$ cat config.mk
export PLATFORM = sky130hd
export DESIGN_NAME = nvdla_csb_arb2_flat
export DESIGN_NICKNAME = d
export VERILOG_FILES = /design/src/rtl/nvdla_csb_arb2_if.sv /design/src/rtl/nvdla_csb_arb2.sv /design/src/flat_wrapper.sv
export SDC_FILE = /design/constraint.sdc
export NUM_CORES = 1
export LEC_CHECK = 0
export ABC_AREA = 1
export BUFFER_PORTS_ARGS = -buffer_cell sky130_fd_sc_hd__buf_4
export CAP_MARGIN = 15
export CORE_AREA = 2 2 100 102
export DETAILED_ROUTE_END_ITERATION = 16
export DIE_AREA = 0 0 102 104
export GPL_ROUTABILITY_DRIVEN = 0
export PLACE_DENSITY = 0.7
export SLEW_MARGIN = 10
export SYNTH_ARGS = -nofsm -noshare
export SYNTH_HDL_FRONTEND = slang
export SYNTH_SLANG_ARGS = --single-unit
$ cat constraint.sdc
create_clock -name pclk -period 2.55 [get_ports pclk]
set_input_delay 0.765 -clock pclk [delete_from_list [all_inputs] [get_ports pclk]]
set_output_delay 0.765 -clock pclk [all_outputs]
set_load 0.005 [all_outputs]
$ cat src/rtl/nvdla_csb_arb2_if.sv
// Bundle of every handshake/bus signal around the two-requester CSB arbiter:
// both requester links, the shared NVDLA CSB target port and the timeout flag.
interface nvdla_csb_arb2_if;
    // Requester 0 (host APB bridge)
    logic        req0_valid;
    logic        req0_ready;
    logic [15:0] req0_addr;
    logic [31:0] req0_wdat;
    logic        req0_write;
    logic        req0_nposted;
    logic        rsp0_valid;
    logic [31:0] rsp0_data;
    // Requester 1 (on-chip config sequencer)
    logic        req1_valid;
    logic        req1_ready;
    logic [15:0] req1_addr;
    logic [31:0] req1_wdat;
    logic        req1_write;
    logic        req1_nposted;
    logic        rsp1_valid;
    logic [31:0] rsp1_data;
    // Shared NVDLA CSB target port
    logic        csb2nvdla_valid;
    logic        csb2nvdla_ready;
    logic [15:0] csb2nvdla_addr;
    logic [31:0] csb2nvdla_wdat;
    logic        csb2nvdla_write;
    logic        csb2nvdla_nposted;
    logic        nvdla2csb_valid;
    logic [31:0] nvdla2csb_data;
    logic        nvdla2csb_wr_complete;
    // Timeout status
    logic        tmo_err;
    logic        tmo_clr;

    // Arbiter side
    modport slave (
        input  req0_valid, req0_addr, req0_wdat, req0_write, req0_nposted,
        input  req1_valid, req1_addr, req1_wdat, req1_write, req1_nposted,
        input  csb2nvdla_ready, nvdla2csb_valid, nvdla2csb_data, nvdla2csb_wr_complete,
        input  tmo_clr,
        output req0_ready, rsp0_valid, rsp0_data,
        output req1_ready, rsp1_valid, rsp1_data,
        output csb2nvdla_valid, csb2nvdla_addr, csb2nvdla_wdat, csb2nvdla_write,
        output csb2nvdla_nposted, tmo_err
    );

    // Environment side: requesters plus the NVDLA target
    modport master (
        output req0_valid, req0_addr, req0_wdat, req0_write, req0_nposted,
        output req1_valid, req1_addr, req1_wdat, req1_write, req1_nposted,
        output csb2nvdla_ready, nvdla2csb_valid, nvdla2csb_data, nvdla2csb_wr_complete,
        output tmo_clr,
        input  req0_ready, rsp0_valid, rsp0_data,
        input  req1_ready, rsp1_valid, rsp1_data,
        input  csb2nvdla_valid, csb2nvdla_addr, csb2nvdla_wdat, csb2nvdla_write,
        input  csb2nvdla_nposted, tmo_err
    );
endinterface

$ cat src/rtl/nvdla_csb_arb2.sv
// Round-robin arbiter sharing one NVDLA CSB target port between two requesters.
// At most one read or non-posted write is outstanding; its response is routed
// back to the issuing requester, and a missing response is replaced by an
// all-ones timeout response after TMO_CYCLES cycles.
module nvdla_csb_arb2 #(
    parameter int unsigned TMO_CYCLES = 1023  // 1..1023
) (
    input logic              pclk,
    input logic              prstn,
    nvdla_csb_arb2_if.slave  bus
);

    localparam logic [9:0] CntLast = 10'(TMO_CYCLES - 1);

    typedef enum logic [1:0] {StIdle, StRdWait, StWrWait} state_e;

    state_e      state_q;
    logic        prio_q;
    logic        lock_q;
    logic        lock_id_q;
    logic        owner_q;
    logic [9:0]  cnt_q;
    logic        tmo_err_q;

    logic        grant;
    logic        grant_valid;
    logic        csb_valid;
    logic        accept;
    logic        rsp_hit;
    logic        tmo_hit;
    logic        rsp_fire;
    logic [31:0] rsp_word;

    // Grant select: a stalled grant is pinned, otherwise round-robin on contention
    always_comb begin
        grant = 1'b0;
        if (lock_q) begin
            grant = lock_id_q;
        end else if (bus.req0_valid && bus.req1_valid) begin
            grant = prio_q;
        end else if (bus.req1_valid) begin
            grant = 1'b1;
        end
    end

    assign grant_valid = grant ? bus.req1_valid : bus.req0_valid;
    assign csb_valid   = grant_valid && (state_q == StIdle);
    assign accept      = csb_valid && bus.csb2nvdla_ready;

    // Downstream mux driven from the granted requester
    always_comb begin
        bus.csb2nvdla_valid   = csb_valid;
        bus.csb2nvdla_addr    = grant ? bus.req1_addr    : bus.req0_addr;
        bus.csb2nvdla_wdat    = grant ? bus.req1_wdat    : bus.req0_wdat;
        bus.csb2nvdla_write   = grant ? bus.req1_write   : bus.req0_write;
        bus.csb2nvdla_nposted = grant ? bus.req1_nposted : bus.req0_nposted;
        bus.req0_ready        = accept && !grant;
        bus.req1_ready        = accept && grant;
    end

    // Responses only count in the matching wait state; anything else is stray
    assign rsp_hit  = ((state_q == StRdWait) && bus.nvdla2csb_valid) ||
                      ((state_q == StWrWait) && bus.nvdla2csb_wr_complete);
    assign tmo_hit  = (state_q != StIdle) && !rsp_hit && (cnt_q == CntLast);
    assign rsp_fire = rsp_hit || tmo_hit;

    // Response routing; idle data lanes pass nvdla2csb_data straight through
    always_comb begin
        rsp_word = 32'h0;
        if (tmo_hit) begin
            rsp_word = 32'hFFFF_FFFF;
        end else if (state_q == StRdWait) begin
            rsp_word = bus.nvdla2csb_data;
        end
        bus.rsp0_valid = rsp_fire && !owner_q;
        bus.rsp1_valid = rsp_fire && owner_q;
        bus.rsp0_data  = bus.rsp0_valid ? rsp_word : bus.nvdla2csb_data;
        bus.rsp1_data  = bus.rsp1_valid ? rsp_word : bus.nvdla2csb_data;
        bus.tmo_err    = tmo_err_q;
    end

    // Transaction FSM with arbitration state, wait counter and sticky timeout flag
    always_ff @(posedge pclk or negedge prstn) begin
        if (!prstn) begin
            state_q   <= StIdle;
            prio_q    <= 1'b0;
            lock_q    <= 1'b0;
            lock_id_q <= 1'b0;
            owner_q   <= 1'b0;
            cnt_q     <= 10'd0;
            tmo_err_q <= 1'b0;
        end else begin
            // Setting on a timeout beats a simultaneous clear
            if (tmo_hit) begin
                tmo_err_q <= 1'b1;
            end else if (bus.tmo_clr) begin
                tmo_err_q <= 1'b0;
            end

            unique case (state_q)
                StIdle: begin
                    if (csb_valid && !bus.csb2nvdla_ready) begin
                        lock_q    <= 1'b1;
                        lock_id_q <= grant;
                    end
                    if (accept) begin
                        lock_q <= 1'b0;
                        prio_q <= ~grant;
                        // Posted writes expect no response and stay in idle
                        if (!bus.csb2nvdla_write || bus.csb2nvdla_nposted) begin
                            owner_q <= grant;
                            cnt_q   <= 10'd0;
                            state_q <= bus.csb2nvdla_write ? StWrWait : StRdWait;
                        end
                    end
                end
                StRdWait, StWrWait: begin
                    if (rsp_fire) begin
                        state_q <= StIdle;
                    end else begin
                        cnt_q <= cnt_q + 10'd1;
                    end
                end
                default: state_q <= StIdle;
            endcase
        end
    end

endmodule

$ cat src/flat_wrapper.sv
// flat-port wrapper written by rule: the top's interface ports become plain ports
module nvdla_csb_arb2_flat 
#(
    parameter int unsigned TMO_CYCLES = 1023            
)
  (pclk, prstn, bus_req0_valid, bus_req0_addr, bus_req0_wdat, bus_req0_write, bus_req0_nposted, bus_req1_valid, bus_req1_addr, bus_req1_wdat, bus_req1_write, bus_req1_nposted, bus_csb2nvdla_ready, bus_nvdla2csb_valid, bus_nvdla2csb_data, bus_nvdla2csb_wr_complete, bus_tmo_clr, bus_req0_ready, bus_rsp0_valid, bus_rsp0_data, bus_req1_ready, bus_rsp1_valid, bus_rsp1_data, bus_csb2nvdla_valid, bus_csb2nvdla_addr, bus_csb2nvdla_wdat, bus_csb2nvdla_write, bus_csb2nvdla_nposted, bus_tmo_err);
  nvdla_csb_arb2_if bus_i ();
  input logic pclk;
  input logic prstn;
  input wire logic [$bits(bus_i.req0_valid)-1:0] bus_req0_valid;
  input wire logic [$bits(bus_i.req0_addr)-1:0] bus_req0_addr;
  input wire logic [$bits(bus_i.req0_wdat)-1:0] bus_req0_wdat;
  input wire logic [$bits(bus_i.req0_write)-1:0] bus_req0_write;
  input wire logic [$bits(bus_i.req0_nposted)-1:0] bus_req0_nposted;
  input wire logic [$bits(bus_i.req1_valid)-1:0] bus_req1_valid;
  input wire logic [$bits(bus_i.req1_addr)-1:0] bus_req1_addr;
  input wire logic [$bits(bus_i.req1_wdat)-1:0] bus_req1_wdat;
  input wire logic [$bits(bus_i.req1_write)-1:0] bus_req1_write;
  input wire logic [$bits(bus_i.req1_nposted)-1:0] bus_req1_nposted;
  input wire logic [$bits(bus_i.csb2nvdla_ready)-1:0] bus_csb2nvdla_ready;
  input wire logic [$bits(bus_i.nvdla2csb_valid)-1:0] bus_nvdla2csb_valid;
  input wire logic [$bits(bus_i.nvdla2csb_data)-1:0] bus_nvdla2csb_data;
  input wire logic [$bits(bus_i.nvdla2csb_wr_complete)-1:0] bus_nvdla2csb_wr_complete;
  input wire logic [$bits(bus_i.tmo_clr)-1:0] bus_tmo_clr;
  output wire logic [$bits(bus_i.req0_ready)-1:0] bus_req0_ready;
  output wire logic [$bits(bus_i.rsp0_valid)-1:0] bus_rsp0_valid;
  output wire logic [$bits(bus_i.rsp0_data)-1:0] bus_rsp0_data;
  output wire logic [$bits(bus_i.req1_ready)-1:0] bus_req1_ready;
  output wire logic [$bits(bus_i.rsp1_valid)-1:0] bus_rsp1_valid;
  output wire logic [$bits(bus_i.rsp1_data)-1:0] bus_rsp1_data;
  output wire logic [$bits(bus_i.csb2nvdla_valid)-1:0] bus_csb2nvdla_valid;
  output wire logic [$bits(bus_i.csb2nvdla_addr)-1:0] bus_csb2nvdla_addr;
  output wire logic [$bits(bus_i.csb2nvdla_wdat)-1:0] bus_csb2nvdla_wdat;
  output wire logic [$bits(bus_i.csb2nvdla_write)-1:0] bus_csb2nvdla_write;
  output wire logic [$bits(bus_i.csb2nvdla_nposted)-1:0] bus_csb2nvdla_nposted;
  output wire logic [$bits(bus_i.tmo_err)-1:0] bus_tmo_err;
  assign bus_i.req0_valid = bus_req0_valid;
  assign bus_i.req0_addr = bus_req0_addr;
  assign bus_i.req0_wdat = bus_req0_wdat;
  assign bus_i.req0_write = bus_req0_write;
  assign bus_i.req0_nposted = bus_req0_nposted;
  assign bus_i.req1_valid = bus_req1_valid;
  assign bus_i.req1_addr = bus_req1_addr;
  assign bus_i.req1_wdat = bus_req1_wdat;
  assign bus_i.req1_write = bus_req1_write;
  assign bus_i.req1_nposted = bus_req1_nposted;
  assign bus_i.csb2nvdla_ready = bus_csb2nvdla_ready;
  assign bus_i.nvdla2csb_valid = bus_nvdla2csb_valid;
  assign bus_i.nvdla2csb_data = bus_nvdla2csb_data;
  assign bus_i.nvdla2csb_wr_complete = bus_nvdla2csb_wr_complete;
  assign bus_i.tmo_clr = bus_tmo_clr;
  assign bus_req0_ready = bus_i.req0_ready;
  assign bus_rsp0_valid = bus_i.rsp0_valid;
  assign bus_rsp0_data = bus_i.rsp0_data;
  assign bus_req1_ready = bus_i.req1_ready;
  assign bus_rsp1_valid = bus_i.rsp1_valid;
  assign bus_rsp1_data = bus_i.rsp1_data;
  assign bus_csb2nvdla_valid = bus_i.csb2nvdla_valid;
  assign bus_csb2nvdla_addr = bus_i.csb2nvdla_addr;
  assign bus_csb2nvdla_wdat = bus_i.csb2nvdla_wdat;
  assign bus_csb2nvdla_write = bus_i.csb2nvdla_write;
  assign bus_csb2nvdla_nposted = bus_i.csb2nvdla_nposted;
  assign bus_tmo_err = bus_i.tmo_err;
  nvdla_csb_arb2 #(.TMO_CYCLES(TMO_CYCLES)) u_core (.pclk(pclk), .prstn(prstn), .bus(bus_i));
endmodule
* After elaboration in Yosys (flattened, before gate mapping)
Cells that the tools add are included.
** Operators by class
- $add $sub $neg :: 1
- Equality and inequality tests :: 7
- Muxes and demuxes :: 25
- Bitwise logic cells :: 1
- Reduce and logical (&&, ||, !) cells :: 32
** Operators by type and width (count)
- 32-bit two-way mux :: 5
- 10-bit two-way mux :: 3
- 10-bit one-hot mux with 2 select lines :: 1
- 16-bit two-way mux :: 1
- 1-bit logical AND :: 12
- 10-bit by 1-bit adder with 10-bit output (second input constant) :: 1
- 10-bit equality test (second input constant) :: 1
- 1-bit two-way mux :: 10
- 2-bit two-way mux :: 4
- 2-bit nonzero test :: 4
- 2-bit AND reduction :: 3
- 3-bit AND reduction :: 2
- 1-bit logical NOT :: 5
- 2-bit by 1-bit != test with 1-bit output (second input constant) :: 2
- 2-bit != test (second input constant) :: 2
- 2-bit one-hot mux with 2 select lines :: 1
- 4-bit AND reduction :: 1
- 1-bit logical OR :: 3
- 2-bit by 1-bit equality test with 1-bit output (second input constant) :: 1
- 2-bit equality test (second input constant) :: 1
- 2-bit logical NOT :: 1
- 2-bit OR reduction :: 1
- 1-bit NOT :: 1
** Word-level totals
- Flip-flop bits (word level) :: 17
- Logic and storage cells :: 73

* Longest topological paths before layout
- Depth in word-level cells :: 9
- Gate-level depth with buffers :: 14

* Worst setup path after synthesis
OpenSTA, ideal clock, no wires.
- Path type :: input to output
- Start :: input bus_nvdla2csb_wr_complete
- End :: output bus_rsp0_data[22]
- Arrival time :: 1.646 ns
- Slack :: 0.139 ns
- Stages on the path :: 10
- Path buffers :: 2
- Cell sequence :: nand2_1 nand2_1 nor2_1 nand2_2 nand2_1 nand2_1 inv_2 buf_6 buf_4 o21ai_0
** Between the ends
- Word-level cells in the longest chain between the ends :: 8
** Ends and longest elaborated chain
- start, declared :: line flat_wrapper.sv:23 : input wire logic [$bits(bus_i.nvdla2csb_wr_complete)-1:0] bus_nvdla2csb_wr_complete;
- 1-bit logical AND (*) :: line nvdla_csb_arb2.sv:63 : ((state_q == StWrWait) && bus.nvdla2csb_wr_complete);
- 1-bit logical OR (*) :: line nvdla_csb_arb2.sv:62 : assign rsp_hit = ((state_q == StRdWait) && bus.nvdla2csb_valid) ||
- 1-bit logical NOT :: line nvdla_csb_arb2.sv:64 : assign tmo_hit = (state_q != StIdle) && !rsp_hit && (cnt_q == CntLast);
- 1-bit logical AND (2 in series) :: line nvdla_csb_arb2.sv:64
- 1-bit logical OR (*) :: line nvdla_csb_arb2.sv:65 : assign rsp_fire = rsp_hit || tmo_hit;
- 1-bit logical AND (*) :: line nvdla_csb_arb2.sv:75 : bus.rsp0_valid = rsp_fire && !owner_q;
- named net bus_rsp0_valid :: line flat_wrapper.sv:26 : output wire logic [$bits(bus_i.rsp0_valid)-1:0] bus_rsp0_valid;
- 32-bit two-way mux (*) :: line nvdla_csb_arb2.sv:77 : bus.rsp0_data = bus.rsp0_valid ? rsp_word : bus.nvdla2csb_data;
- end, declared :: line flat_wrapper.sv:27 : output wire logic [$bits(bus_i.rsp0_data)-1:0] bus_rsp0_data;
The timed path passes the listed nets; every way through them passes the cells marked *.

* Worst setup path after layout
- Start :: register u_core.state_q[1]
- End :: output bus_rsp0_data[29]
** Between the ends
- Word-level cells in the longest chain between the ends :: 9
** Ends and longest elaborated chain
- start, declared :: line nvdla_csb_arb2.sv:17 : state_e state_q;
- start signal, assigned :: line nvdla_csb_arb2.sv:85 : state_q <= StIdle;
- start signal, assigned :: line nvdla_csb_arb2.sv:113 : state_q <= bus.csb2nvdla_write ? StWrWait : StRdWait;
- start signal, assigned :: line nvdla_csb_arb2.sv:119 : state_q <= StIdle;
- 2-bit by 1-bit equality test with 1-bit output or 2-bit equality test (tied branches) :: line nvdla_csb_arb2.sv:62, nvdla_csb_arb2.sv:72, nvdla_csb_arb2.sv:63
- 1-bit logical AND (on tied branches) :: line nvdla_csb_arb2.sv:62, nvdla_csb_arb2.sv:63
- 1-bit logical OR :: line nvdla_csb_arb2.sv:62
- 1-bit logical NOT :: line nvdla_csb_arb2.sv:64
- 1-bit logical AND (2 in series) :: line nvdla_csb_arb2.sv:64
- 1-bit logical OR :: line nvdla_csb_arb2.sv:65
- 1-bit logical AND :: line nvdla_csb_arb2.sv:75
- 32-bit two-way mux (*) :: line nvdla_csb_arb2.sv:77
Every way passes the cells marked *; elsewhere a longest branch is shown, timed or not.

==> reports/summary.md <==
Clocking
- 260 ps — clock insertion delay at the later pin of the skew report
- 17 — Clock Sink Count
- built — TritonCTS clock tree
- 3 — number of buffers added by the clock tree synthesis step
- 1 — Clock H-tree levels
- clkbuf_8 — clock root cell
- 70 ps — clock-pin transition on the worst setup and hold timing paths
- 0 — number of hold-repair buffers added at the cts stage
- 2 — clock buffer depth

Setup path
- output pin — Crit. End Element
- 1790 ps — data required time at the worst endpoint
- inv_2 -> ha_2 -> inv_1 -> buf_4 -> o21ai_0 -> nand2_1 -> o21ai_1 -> buf_4 — cells traversed along the worst timing path
- 32 — critical-path maximum fanout
- flip-flop — startpoint type of the worst setup path
- buf_4 — most used cell, CP
- 510 ps — highest cell delay on the worst timing path
- 2090 ps — arrival time reported for the critical path endpoint
- o21ai_0 — cell with the biggest individual delay on the critical path
- reg -> out — classification of the worst setup path

Placement
- -163.4 ps — worst slack at placement
- 930 — dpl cells
- 259 — port buffer count
- 4912 µm² — instance area at placement
- 9.647 mm — HPWL after detailed placement

Logic synthesis
- 688 — syn_nets
- 37.41% — fraction of synthesized cell area taken by the top area cell type
- 17 — #FFs+latches synth
- 543 — cells after synthesis
- dfrtp_1 — most used flip-flop cell after synthesis
- nand2_1 — leading cell type by number of instances after synthesis
- 15.48% — portion of the post-synthesis area used by sequential elements
- nand2_1 — library cell occupying the most area in the post-synthesis netlist
- 100.0% — async set-or-reset flop fraction in the synthesized netlist
- 0 — number of enable-type register cells in the synthesized netlist
- 5.062 µm² — average cell area after synthesis
- nand2_1 37%, dfrtp_1 15%, o21ai_0 15% — leading post-synthesis cells by cell area
- 2749 µm² — post-synth design cell area
- 0 — Synthesis Warnings
- 274 x nand2_1, 82 x o21ai_0, 64 x inv_1, 18 x o21ai_1, 17 x dfrtp_1 — most frequent cells after synthesis
- 24 — count of unique library cells instantiated by Yosys

Global route
- 4257 — number of global-route vias before repair
- 1 — initial antenna violation count
- 52 — largest net degree at the start of global routing
- 0 — residual overflow from global routing
- 23.24% — global routing usage summed across all routing layers
- 20.15 mm — global-route wire length before repair

Floorplanning
- 28.79% — initial core utilization
- 260 — Top Ports
- 102 µm — die boundary width
- 9549 µm² — core area
- 10610 µm² — Die ar.
- 36 — number of placement rows
- 104 µm — die height

STA
- 112.0% — Final Cycle Share
- 0.3502 GHz — FMAX
- -305.2 ps — final setup margin
- 0 — final number of max-transition violations
- 60.41% — slew margin rel.
- 2855 ps — shortest clock period the worst path allows after layout
- 4.424 ps — worst-case clock skew
- 587.6 ps — slew at the pin closest to its max-slew limit
- 362.6 ps — Post-Route Hold Slack
- 0 — number of hold-slack violations in the final timing report
- 65 — final setup fails
- true — unrepaired setup endpoints after global routing

Drt
- 15.10 mm — sum of routed wire length over all layers
- 6 — total iterations of the first detailed-routing run
- 0 — antenna violation net count after detailed routing
- 212 — Starting DRT DRC Count
- 15.55 µm — Wirelength per Cell
- 0 — Post-route DRC
- 4764 — vias after detailed routing
- 4.906 — number of vias per cell

Finish
- 52.63% — proportion of layout cells with a drive suffix above 1
- 121.3% — area growth from synthesis to layout
- 971 — non-filler cells, final
- 6082 µm² — Final Cell Area
- 0 — Antenna Diode Count
- 984 — Total Nets Final

Status
- setup timing — violated checks
- finished, violations left — status

Pwr
- 0.3988 mV — Max VDD drop
- 770.1 nW/µm² — total power per unit cell area
- 3.401 nW — leak pwr
- 4.684 mW — Tot Pwr

Job
- 0 — max cap viols

Hold path
- in -> async — worst min-delay path class

## worst max-delay path: cells and delay by family (launching register included)
family	cells	cell delay, ps
buffers and inverters	4	470
adders and majority gates	1	190
DFF	1	410
and+or+nand+nor	1	130
AOI/OAI and AO/OA	2	610
## cells by family after synthesis
family | Yosys count | share of synthesized area (%)
AND/OR/NAND/NOR | 314 | 45.61
AO/OA/AOI/OAI | 103 | 18.80
buffers and inverters | 100 | 16.57
adder cells (fa/ha/maj) | 5 | 2.276
flip-flops | 17 | 15.48
XOR/XNOR | 4 | 1.275
## state kept, by name, summed over array words and instances, names as in the netlist
name / count
u_core.bus.tmo_err: 1
u_core.cnt_q: 10
u_core.lock_id_q: 1
u_core.lock_q: 1
u_core.owner_q: 1
u_core.prio_q: 1
u_core.state_q: 2
## metal layers
layer  part of all wire, %  up-vias  routed length (µm)  global-route usage (%)
li1                      -     2294                   -                       -
met1                    37     2180                5634                   26.55
met4                   2.3        2                 347                   4.762
met3                   9.4       34                1420                   6.317
met5                 0.086        -                  13                       0
met2                    51      254                7679                   42.53
## repair_timing
item                       4_1_cts  5_1_grt
setup endpoints to repair       68      111
pin swaps                        5       15
gates cloned                     7       13
buffers inserted                12        8
resized for setup               96      121
## power breakdown
part | switching (mW) | internal (mW)
clock network | 0.101 | 0.109
logic | 2.04 | 2.04
registers | 0.0620 | 0.335
## through the flow
stage          setup TNS, ps  utilization (%)
4_1_cts               -13750            56.63
5_1_grt               -18240            63.69
3_3_place_gp           -5444            51.44
3_5_place_dp           -6682            51.44
2_1_floorplan              0                -
6_report              -10940            63.69
## cells in the final DEF (no fill, tap or decap), drive strengths merged
| master | Yosys | final |
|---|---|---|
| buf | 16 | 312 |
| nand2 | 276 | 276 |
| o21ai | 100 | 100 |
| inv | 67 | 67 |
| dfrtp | 17 | 17 |
| clkbuf | 16 | 14 |
| nand3 | 14 | 14 |
| nand4 | 13 | 13 |
| nor2 | 8 | 8 |
| ha | 5 | 5 |
| xor2 | 3 | 3 |
| a21oi | 2 | 2 |
| clkinv | 1 | 2 |
| nor3 | 2 | 2 |
| a31oi | 1 | 1 |
| or2 | 1 | 1 |
| xnor2 | 1 | 1 |
## worst paths after layout
kind	cells past startpoint	start	slack, ps	end
max in group asynchronous	1	prstn	1990	u_core.cnt_q[2]
max	8	u_core.state_q[1]	-310	bus_rsp0_data[29]
max reg2reg	13	u_core.state_q[1]	250	u_core.cnt_q[9]
min reg2reg	2	u_core.cnt_q[6]	540	u_core.cnt_q[6]
min in group pclk	2	u_core.cnt_q[6]	540	u_core.cnt_q[6]
min	1	prstn	360	u_core.cnt_q[0]
## final cells by class
class	instances	area, µm²
Sequential cell	17	425.4
Timing Repair Buffer	323	2909
Tap cell	133	166.4
Inverter	68	275.3
Clock buffer	3	41.29
Fill cell	825	3467
Clock inverter	1	5.005
Multi-Input combinational cell	426	2260
No activity file was read; power rests on OpenSTA's default activity.
